File: src/rtl/led_seq_pkg.sv
// LED sequencer shared types: mode encoding, per-mode step counts, pattern tables.
// Latency: pure constants and combinational helper functions.
// Backpressure: none.
package led_seq_pkg;

   typedef enum logic [1:0] {
      MODE_BAR   = 2'd0,
      MODE_CHASE = 2'd1,
      MODE_BLINK = 2'd2
   } mode_e;

   localparam logic [2:0] BAR_STEPS   = 3'd5;
   localparam logic [2:0] CHASE_STEPS = 3'd4;
   localparam logic [2:0] BLINK_STEPS = 3'd2;

   // Entry [0] is step 0; bit 3 is the leftmost LED.
   localparam logic [4:0][3:0] BAR_PAT   = {4'b1111, 4'b1110, 4'b1100, 4'b1000, 4'b0000};
   localparam logic [3:0][3:0] CHASE_PAT = {4'b0001, 4'b0010, 4'b0100, 4'b1000};
   localparam logic [1:0][3:0] BLINK_PAT = {4'b1111, 4'b0000};

   function automatic logic [2:0] step_count(input mode_e m);
      case (m)
         MODE_BAR:   step_count = BAR_STEPS;
         MODE_CHASE: step_count = CHASE_STEPS;
         MODE_BLINK: step_count = BLINK_STEPS;
         default:    step_count = BAR_STEPS;
      endcase
   endfunction

   function automatic mode_e next_mode(input mode_e m);
      case (m)
         MODE_BAR:   next_mode = MODE_CHASE;
         MODE_CHASE: next_mode = MODE_BLINK;
         default:    next_mode = MODE_BAR;
      endcase
   endfunction

   // Out-of-range steps light nothing rather than aliasing into another entry.
   function automatic logic [3:0] pattern_lookup(input mode_e m, input logic [2:0] s);
      pattern_lookup = 4'b0000;
      case (m)
         MODE_BAR:   if (s < BAR_STEPS)   pattern_lookup = BAR_PAT[s];
         MODE_CHASE: if (s < CHASE_STEPS) pattern_lookup = CHASE_PAT[s[1:0]];
         MODE_BLINK: if (s < BLINK_STEPS) pattern_lookup = BLINK_PAT[s[0]];
         default:    pattern_lookup = 4'b0000;
      endcase
   endfunction

endpackage

File: src/rtl/led_pattern_sequencer_btn_debounce.sv
// Button conditioner: 2-flop synchronizer, stability counter, press pulse on debounced 0->1.
// Latency: clean edge to press pulse is 2+DEBOUNCE_CYC cycles; release gives no pulse.
// Backpressure: none; press is a single-cycle pulse the consumer must take.
module btn_debounce #(
   parameter int DEBOUNCE_CYC = 65536
) (
   input  logic clk,
   input  logic rst,
   input  logic btn,
   output logic press
);

   localparam int CW = $clog2(DEBOUNCE_CYC + 1);

   logic [1:0]    sync_q;
   logic          level_q;
   logic [CW-1:0] cnt_q;
   logic          synced;

   assign synced = sync_q[1];

   // Synchronize, then accept a new level only after it has held for DEBOUNCE_CYC cycles.
   always_ff @(posedge clk) begin
      if (rst) begin
         sync_q  <= 2'b00;
         level_q <= 1'b0;
         cnt_q   <= '0;
         press   <= 1'b0;
      end else begin
         sync_q <= {sync_q[0], btn};
         press  <= 1'b0;
         if (synced == level_q) begin
            cnt_q <= '0;
         end else if (cnt_q == CW'(DEBOUNCE_CYC - 1)) begin
            cnt_q   <= '0;
            level_q <= synced;
            press   <= synced;
         end else begin
            cnt_q <= cnt_q + CW'(1);
         end
      end
   end

endmodule

File: src/rtl/led_pattern_sequencer.sv
// 4-LED pattern sequencer: prescaled step enable, 3-mode pattern select, mode/pause buttons.
// Latency: led reflects a new (mode, step) one cycle after the tick or press that caused it.
// Backpressure: none; free-running, frozen only by the pause state.
module led_pattern_sequencer
   import led_seq_pkg::*;
#(
   parameter int TICK_DIV     = 8388608,
   parameter int DEBOUNCE_CYC = 65536,
   parameter int LED_W        = 4
) (
   input  logic             clk,
   input  logic             rst,
   input  logic             btn_mode,
   input  logic             btn_pause,
   output logic [LED_W-1:0] led,
   output logic [1:0]       mode,
   output logic             paused,
   output logic             tick
);

   localparam int PW = $clog2(TICK_DIV);

   logic [PW-1:0] presc_q, presc_nxt;
   logic [2:0]    step_q, step_nxt;
   mode_e         mode_q, mode_nxt;
   logic          paused_nxt;
   logic          mode_press, pause_press;

   btn_debounce #(.DEBOUNCE_CYC(DEBOUNCE_CYC)) u_db_mode (
      .clk   (clk),
      .rst   (rst),
      .btn   (btn_mode),
      .press (mode_press)
   );

   btn_debounce #(.DEBOUNCE_CYC(DEBOUNCE_CYC)) u_db_pause (
      .clk   (clk),
      .rst   (rst),
      .btn   (btn_pause),
      .press (pause_press)
   );

   assign tick = (presc_q == PW'(TICK_DIV - 1)) && !paused;
   assign mode = mode_q;

   // Next state: a mode press overrides any coincident tick; pause toggles independently.
   always_comb begin
      mode_nxt   = mode_q;
      step_nxt   = step_q;
      presc_nxt  = presc_q;
      paused_nxt = paused;
      if (mode_press) begin
         mode_nxt  = next_mode(mode_q);
         step_nxt  = 3'd0;
         presc_nxt = '0;
      end else if (!paused) begin
         if (tick) begin
            presc_nxt = '0;
            step_nxt  = (step_q == step_count(mode_q) - 3'd1) ? 3'd0 : step_q + 3'd1;
         end else begin
            presc_nxt = presc_q + PW'(1);
         end
      end
      if (pause_press) paused_nxt = !paused;
   end

   // Register state; led is looked up from next state so it lands with the step change.
   always_ff @(posedge clk) begin
      if (rst) begin
         presc_q <= '0;
         step_q  <= 3'd0;
         mode_q  <= MODE_BAR;
         paused  <= 1'b0;
         led     <= '0;
      end else begin
         presc_q <= presc_nxt;
         step_q  <= step_nxt;
         mode_q  <= mode_nxt;
         paused  <= paused_nxt;
         led     <= LED_W'(pattern_lookup(mode_nxt, step_nxt));
      end
   end

endmodule

File: config.mk
export PLATFORM = sky130hd
export DESIGN_NAME = led_pattern_sequencer
export DESIGN_NICKNAME = d
export VERILOG_FILES = /design/src/rtl/led_seq_pkg.sv /design/src/rtl/led_pattern_sequencer_btn_debounce.sv /design/src/rtl/led_pattern_sequencer.sv
export SDC_FILE = /design/constraint.sdc
export NUM_CORES = 1
export LEC_CHECK = 0
export ABC_AREA = 1
export ABC_CLOCK_PERIOD_IN_PS = 1700
export CAP_MARGIN = 25
export CORE_MARGIN = 2
export CORE_UTILIZATION = 45
export DETAILED_ROUTE_END_ITERATION = 6
export GPL_ROUTABILITY_DRIVEN = 0
export PLACE_DENSITY = 0.63
export SYNTH_ARGS = -nofsm -noshare
export SYNTH_HDL_FRONTEND = slang
export SYNTH_HIERARCHICAL = 1
export SYNTH_SLANG_ARGS = --single-unit
File: constraint.sdc
create_clock -name clk -period 1.7 [get_ports clk]
set_input_delay 0.51 -clock clk [delete_from_list [all_inputs] [get_ports clk]]
set_output_delay 0.51 -clock clk [all_outputs]
set_load 0.02 [all_outputs]
**Word-level counts from Yosys, hierarchy flattened**

Memory sizes are Yosys's and may differ from the RTL's.
Cells that the tools add are included.

- Output and inout bits: 8
- Bits in registers: 75
- Bits of input ports: 4
- Bits in read-only memories: 32
- Logic and storage cells: 70
- Memories: 1

- Muxes and demuxes: 20
- Equal/unequal tests: 10
- $lt $le $gt $ge: 6
- $add $sub $neg: 5
- Reduce and logical (&&, ||, !) cells: 11
- Bitwise gates (word level): 4

Memory list:

| name | words | width | read ports | clocked after memory_dff | wr ports | RTL line | text |
|---|---|---|---|---|---|---|---|
| (no name shown) | 8 | 4 | 1 | 0 | 0 | led_seq_pkg.sv:42 | `MODE_BAR: if (s < BAR_STEPS) pattern_lookup = BAR_PAT[s];` |

Operators with widths:

| cell | count |
|---|---|
| $add A17 B1 Y17 const B | 2 |
| $eq A17 B16 Y1 const B | 2 |
| $mux W4 | 7 |
| $add A23 B1 Y23 const B | 1 |
| $eq A23 B23 Y1 const B | 1 |
| $mux W23 | 1 |
| $mux W3 | 7 |
| $pmux W4 S3 | 1 |
| $reduce_or A3 Y1 | 4 |
| $bmux W4 S2 | 1 |
| $lt A3 B3 Y1 const B | 2 |
| $pmux W3 S2 | 1 |
| $eq A2 B1 Y1 const B | 2 |
| $eq A2 B2 Y1 const B | 2 |
| $logic_not A2 Y1 | 2 |
| $lt A3 B4 Y1 const B | 1 |
| $not A1 Y1 | 4 |
| $pmux W2 S2 | 1 |
| $reduce_and A2 Y1 | 2 |
| $add A3 B1 Y3 const B | 1 |
| $eq A3 B3 Y1 | 1 |
| $lt A2 B3 Y1 const B | 1 |
| $lt A3 B2 Y1 const B | 1 |
| $sub A3 B1 Y3 const B | 1 |
| other kinds (6) | 7 |

**Longest topological paths before layout**

- Word-level depth: 15
- Mapped depth: 15
- Gate-level depth less buffers: 15

**By module**

Netlist, hierarchy kept.

By module, submodules not included:

| module | times used | cells each | sequential area each (um^2) | area each (um^2) |
|---|---|---|---|---|
| btn_debounce | 2 | 141 | 420.4 | 960.9 |
| led_pattern_sequencer | 1 | 247 | 660.6 | 1828.0 |

**Worst setup path after synthesis**

OpenSTA, ideal clock, no wires.

- Path kind: flip-flop to flip-flop
- Start point: register mode_q[0] (netlist: mode[0])
- End point: register led[1]
- Path buffers: 0
- Setup time: 128 ps
- Period minus slack after synthesis: 1813 ps
- Arrival time: 1686 ps
- Required time: 1572 ps
- Stages on the path, launching flop included: 15
- Setup slack: -113 ps
- Cell sequence: dfxtp_1 -> inv_1 -> ha_1 -> inv_1 -> nand2_1 -> nand2_1 -> nand3_1 -> nand2_1 -> nand3_2 -> nand3_4 -> clkinv_2 -> nand4_1 -> nand2_1 -> nor2_1 -> nor2_1

- Word-level cells in the longest chain between the ends: 15
- Elaborated cells between the ends (all ways): 31
- Those cells by class: add/sub (1); order compare (3); eq/ne (5); mux (19); reduce/logical (2); memory (1)

RTL lines:

| element | RTL line | text |
|---|---|---|
| start, declared | led_pattern_sequencer.sv:25 | `mode_e mode_q, mode_nxt;` |
| start signal, assigned | led_pattern_sequencer.sv:78 | `mode_q <= mode_nxt;` |
| $eq A2 B2 Y1 or $eq A2 B1 Y1 (tied branches) | led_seq_pkg.sv:22, led_seq_pkg.sv:31 |  |
| $pmux W3 S2 | led_seq_pkg.sv:22 | `case (m)` |
| $mux W3 | led_pattern_sequencer.sv:57 | `if (tick) begin` |
| $mux W3 | led_pattern_sequencer.sv:56 | `end else if (!paused) begin` |
| $mux W3 | led_pattern_sequencer.sv:52 | `if (mode_press) begin` |
| $sub A3 B1 Y3 | led_pattern_sequencer.sv:59 | `step_nxt = (step_q == step_count(mode_q) - 3'd1) ? 3'd0 : step_q + 3'd1;` |
| $eq A3 B3 Y1 | led_pattern_sequencer.sv:59 |  |
| $mux W3 | led_pattern_sequencer.sv:59 |  |
| $mux W3 | led_pattern_sequencer.sv:57 |  |
| $mux W3 | led_pattern_sequencer.sv:56 |  |
| $mux W3 | led_pattern_sequencer.sv:52 |  |
| $mem_v2 Z8 W4, or another cell as far along | n/a |  |
| $mux W4, on equally long branches (2 in series) | led_seq_pkg.sv:42, led_seq_pkg.sv:43, led_seq_pkg.sv:44 |  |
| $pmux W4 S3 (*) | led_seq_pkg.sv:41 | `case (m)` |
| end signal, assigned | led_pattern_sequencer.sv:80 | `led <= LED_W'(pattern_lookup(mode_nxt, step_nxt));` |
| end, declared | led_pattern_sequencer.sv:15 | `output logic [LED_W-1:0] led,` |

Mark *: on every way between the ends. The rest lies on a longest branch, timed or not. The select of a mux whose other input is x is not followed.
A chain may end at the register's enable or synchronous reset.

**Worst setup path in the final report**

- Start point: register presc_q[1]
- End point: output port tick

- Word-level cells in the longest chain between the ends: 2

RTL lines:

| element | RTL line | text |
|---|---|---|
| start, declared | led_pattern_sequencer.sv:23 | `logic [PW-1:0] presc_q, presc_nxt;` |
| start signal, assigned | led_pattern_sequencer.sv:76 | `presc_q <= presc_nxt;` |
| $eq A23 B23 Y1 | led_pattern_sequencer.sv:43 | `assign tick = (presc_q == PW'(TICK_DIV - 1)) && !paused;` |
| $logic_and A1 B1 Y1 | led_pattern_sequencer.sv:43 |  |
| end, declared | led_pattern_sequencer.sv:18 | `output logic tick` |

No other way between the ends.

==> metrics.yaml <==
place:
  placed_cells: 707
  port_buffers: 11
  pre_cts_ws_ps: -383.1
  place_area_sq_um: 4497
  dp_hpwl_um: 5557
cells_and_area:
  fillers: 695
  synthToLayoutAreaGrowth_pct: 38.41
  num_antenna_cells: 0
  post-route-util: 0.6381
  drive_gt1_frac: 0.3370
  layout_commonest_cell: "nand2_1"
  stdcell_count: 740
  layout_common_cells: "nand2_1 (105), nor2_1 (86), buf_4 (70), inv_1 (62), dfxtp_1 (62)"
  multiInputGateArea_sq_um: 2262
  finish.instance_area_sq_um: 5190
  fin_nets: 643
  final-seq-area_sq_um: 1523
sta:
  hold_viol: 0
  period_share: 1.150
  fin_crit_ps: 1955
  slew_headroom: 0.7442
  setup_ws_ps: -254.7
  setup_viol: 12
  slew_violations: 0
  worst_pin_slew_ps: 382.2
  clock.fmax_mhz: 511.6
  rsz0062_at_grt: "true"
  skew_ps: 11.68
hold_path:
  hp-start: "u_db_pause/sync_q[0]$_SDFF_PP0_"
  hold_end: "u_db_pause/sync_q[1]$_SDFF_PP0_"
  hold_depth: 2
  hp-class: "register to register"
global_routing:
  grt_util_all_layers: 0.1877
  grt_pass1_vias: 3247
  antenna_found_initial: 0
  grt_pass1_wl_um: 13480
  overflow: 0
  grt_max_degree: 15
power_and_ir_drop:
  peakVddDrop_v: 0.0004828
  power.leakage_nw: 2.194
  power_density_nw_per_um2: 606.1
  p_total_w: 0.003146
die:
  die_h_um: 95.29
  core_area_sq_um: 8134
  die_area_sq_um: 9079
  start_util: 0.4610
  pin_count: 12
  rows: 33
  dieWidth_um: 95.29
logic_synthesis:
  seq_area_frac_synth: 0.4004
  synth_edf_count: 0
  synth_nets: 542
  synthCells: 529
  netlist_area_sq_um: 3750
  ys_warn_count: 6
  yosys.cell_types.count: 41
  avgSynthCellArea_sq_um: 7.089
  async_flop_share: 0
  ys_ff_latch: 75
  ys.flop_type: "dfxtp_1"
clocking:
  cts_made_buffers: 9
  clock_sinks: 75
  root_buffer: "clkbuf_8"
  clk_pin_slew_worst_paths_ps: 80
  cts_buffer_depth: 2
  tritoncts: "built"
  holdBufCountCts: 0
  worstSkewPairLatency_ps: 360
  htree_levels: 3
setup_path:
  rrSetupSlack_ps: -180
  crit_path_start_kind: "register"
  critical_path_class: "register to primary output"
  r2r_end: "presc_q[20]$_SDFFE_PP0N_"
  max_stage_delay_ps: 360
  worstPathCellList: "ha_4, nand2_4, nor2_4, nand2_2, nor2_4, nand3_2, inv_2, buf_6"
  worstPathArrival_ps: 1440
  crit_slowest_cell: "dfxtp_2"
  cp-end-kind: "primary output"
  crit_buf_inv: 2
  crit_family: "simple AND/OR/NAND/NOR gates"
  worst-path-max-fanout: 2
  r2r_cells: 13
  critPathRequiredTime_ps: 1190
  cp_common_cell: "nor2_4"
  path_depth: 8
  r2r_start: "presc_q[1]$_SDFFE_PP0N_"
drt:
  drc: 0
  vias_per_cell: 4.814
  drt_pass1_iterations: 4
  drt_iter0_markers: 71
  routed-via-count: 3562
  drtAntennaViolNets: 0
  drt-total-wl_um: 8475
  wl_per_cell_um: 11.45
run_status:
  violations: "setup timing"
  outcome: "complete, but fails checks"
run:
  cap_viol_max_count: 0
## layer usage
| layer | vias up | track usage | wire length [um] |
|---|---|---|---|
| li1 | 1869 | - | - |
| met1 | 1643 | 0.2285 | 3882 |
| met5 | - | 0 | 0 |
| met2 | 42 | 0.3222 | 4275 |
| met4 | 0 | 0.05314 | 74 |
| met3 | 8 | 0.05375 | 242 |
## synthesized netlist by cell type (8+ instances only)
library cell / instances / area, sq um
nand3_1: 23 / 115.1
nand4_1: 8 / 50.05
nand2_1: 118 / 442.9
nand2_2: 11 / 68.82
o21ai_0: 11 / 55.05
a21oi_1: 25 / 125.1
ha_1: 9 / 112.6
nor3_1: 8 / 40.04
dfxtp_1: 75 / 1501
inv_1: 66 / 247.7
nor2_1: 100 / 375.4
## kinds of logic after synthesis
family,after synthesis,synth area share
and+or+nand+nor,307,0.3911
buffers and inverters,78,0.08141
DFF,75,0.4004
AOI/OAI and AO/OA,53,0.08074
adders and majority gates,9,0.03003
xor gates and xnor gates,7,0.01635
## power by group
group	leakage, nW	switching (W)	internal (W)	total [W]
clock	0.0854	0.000714	0.000536	0.00125
combinational	1.50	0.0000626	0.0000584	0.000121
sequential	0.612	0.00000955	0.00177	0.00177
## worst min-delay path: cells and delay by family (launching register included)
| family | cells | cell delay, ps |
|---|---|---|
| buffers and inverters | 1 | 40 |
| DFF | 1 | 300 |
| and+or+nand+nor | 1 | 30 |
## per-stage QoR
step           TNS [ps]  hold slack (ps)
2_1_floorplan         0            388.3
3_3_place_gp      -1937            390.7
3_5_place_dp      -2259            393.0
4_1_cts           -1414            411.1
5_1_grt           -2858            425.7
6_report          -1198            407.3
## worst max-delay path by stage
stage	startpoint	end
floorplan	presc_q[0]$_SDFFE_PP0N_	led[3]$_SDFF_PP0_
global placement	presc_q[0]$_SDFFE_PP0N_	tick
detailed placement	presc_q[1]$_SDFFE_PP0N_	tick
CTS	presc_q[0]$_SDFFE_PP0N_	tick
global route	presc_q[1]$_SDFFE_PP0N_	tick
finish	presc_q[1]$_SDFFE_PP0N_	tick
## area by class of cell
class	count	area share
Multi-Input combinational cell	376	0.4359
Tap cell	105	0.02531
Clock inverter	7	0.01061
Inverter	73	0.05473
Timing Repair Buffer	95	0.1562
Clock buffer	9	0.02387
Sequential cell	75	0.2934
## flip-flops by register name (all words and copies together), names as in the netlist
register / flops
presc_q: 23
u_db_mode/cnt_q: 17
u_db_pause/cnt_q: 17
led: 4
step_q: 3
mode: 2
u_db_mode/sync_q: 2
u_db_pause/sync_q: 2
paused: 1
u_db_mode/level_q: 1
u_db_mode/press: 1
u_db_pause/level_q: 1
u_db_pause/press: 1
## what timing repair did
action,CTS,global route
gates resized for setup,52,76
pin swaps,17,35
buffers inserted,4,15
cloned,1,0
endpoints found under the setup margin,30,61
Note: power is estimated with default switching activity, not from simulation.
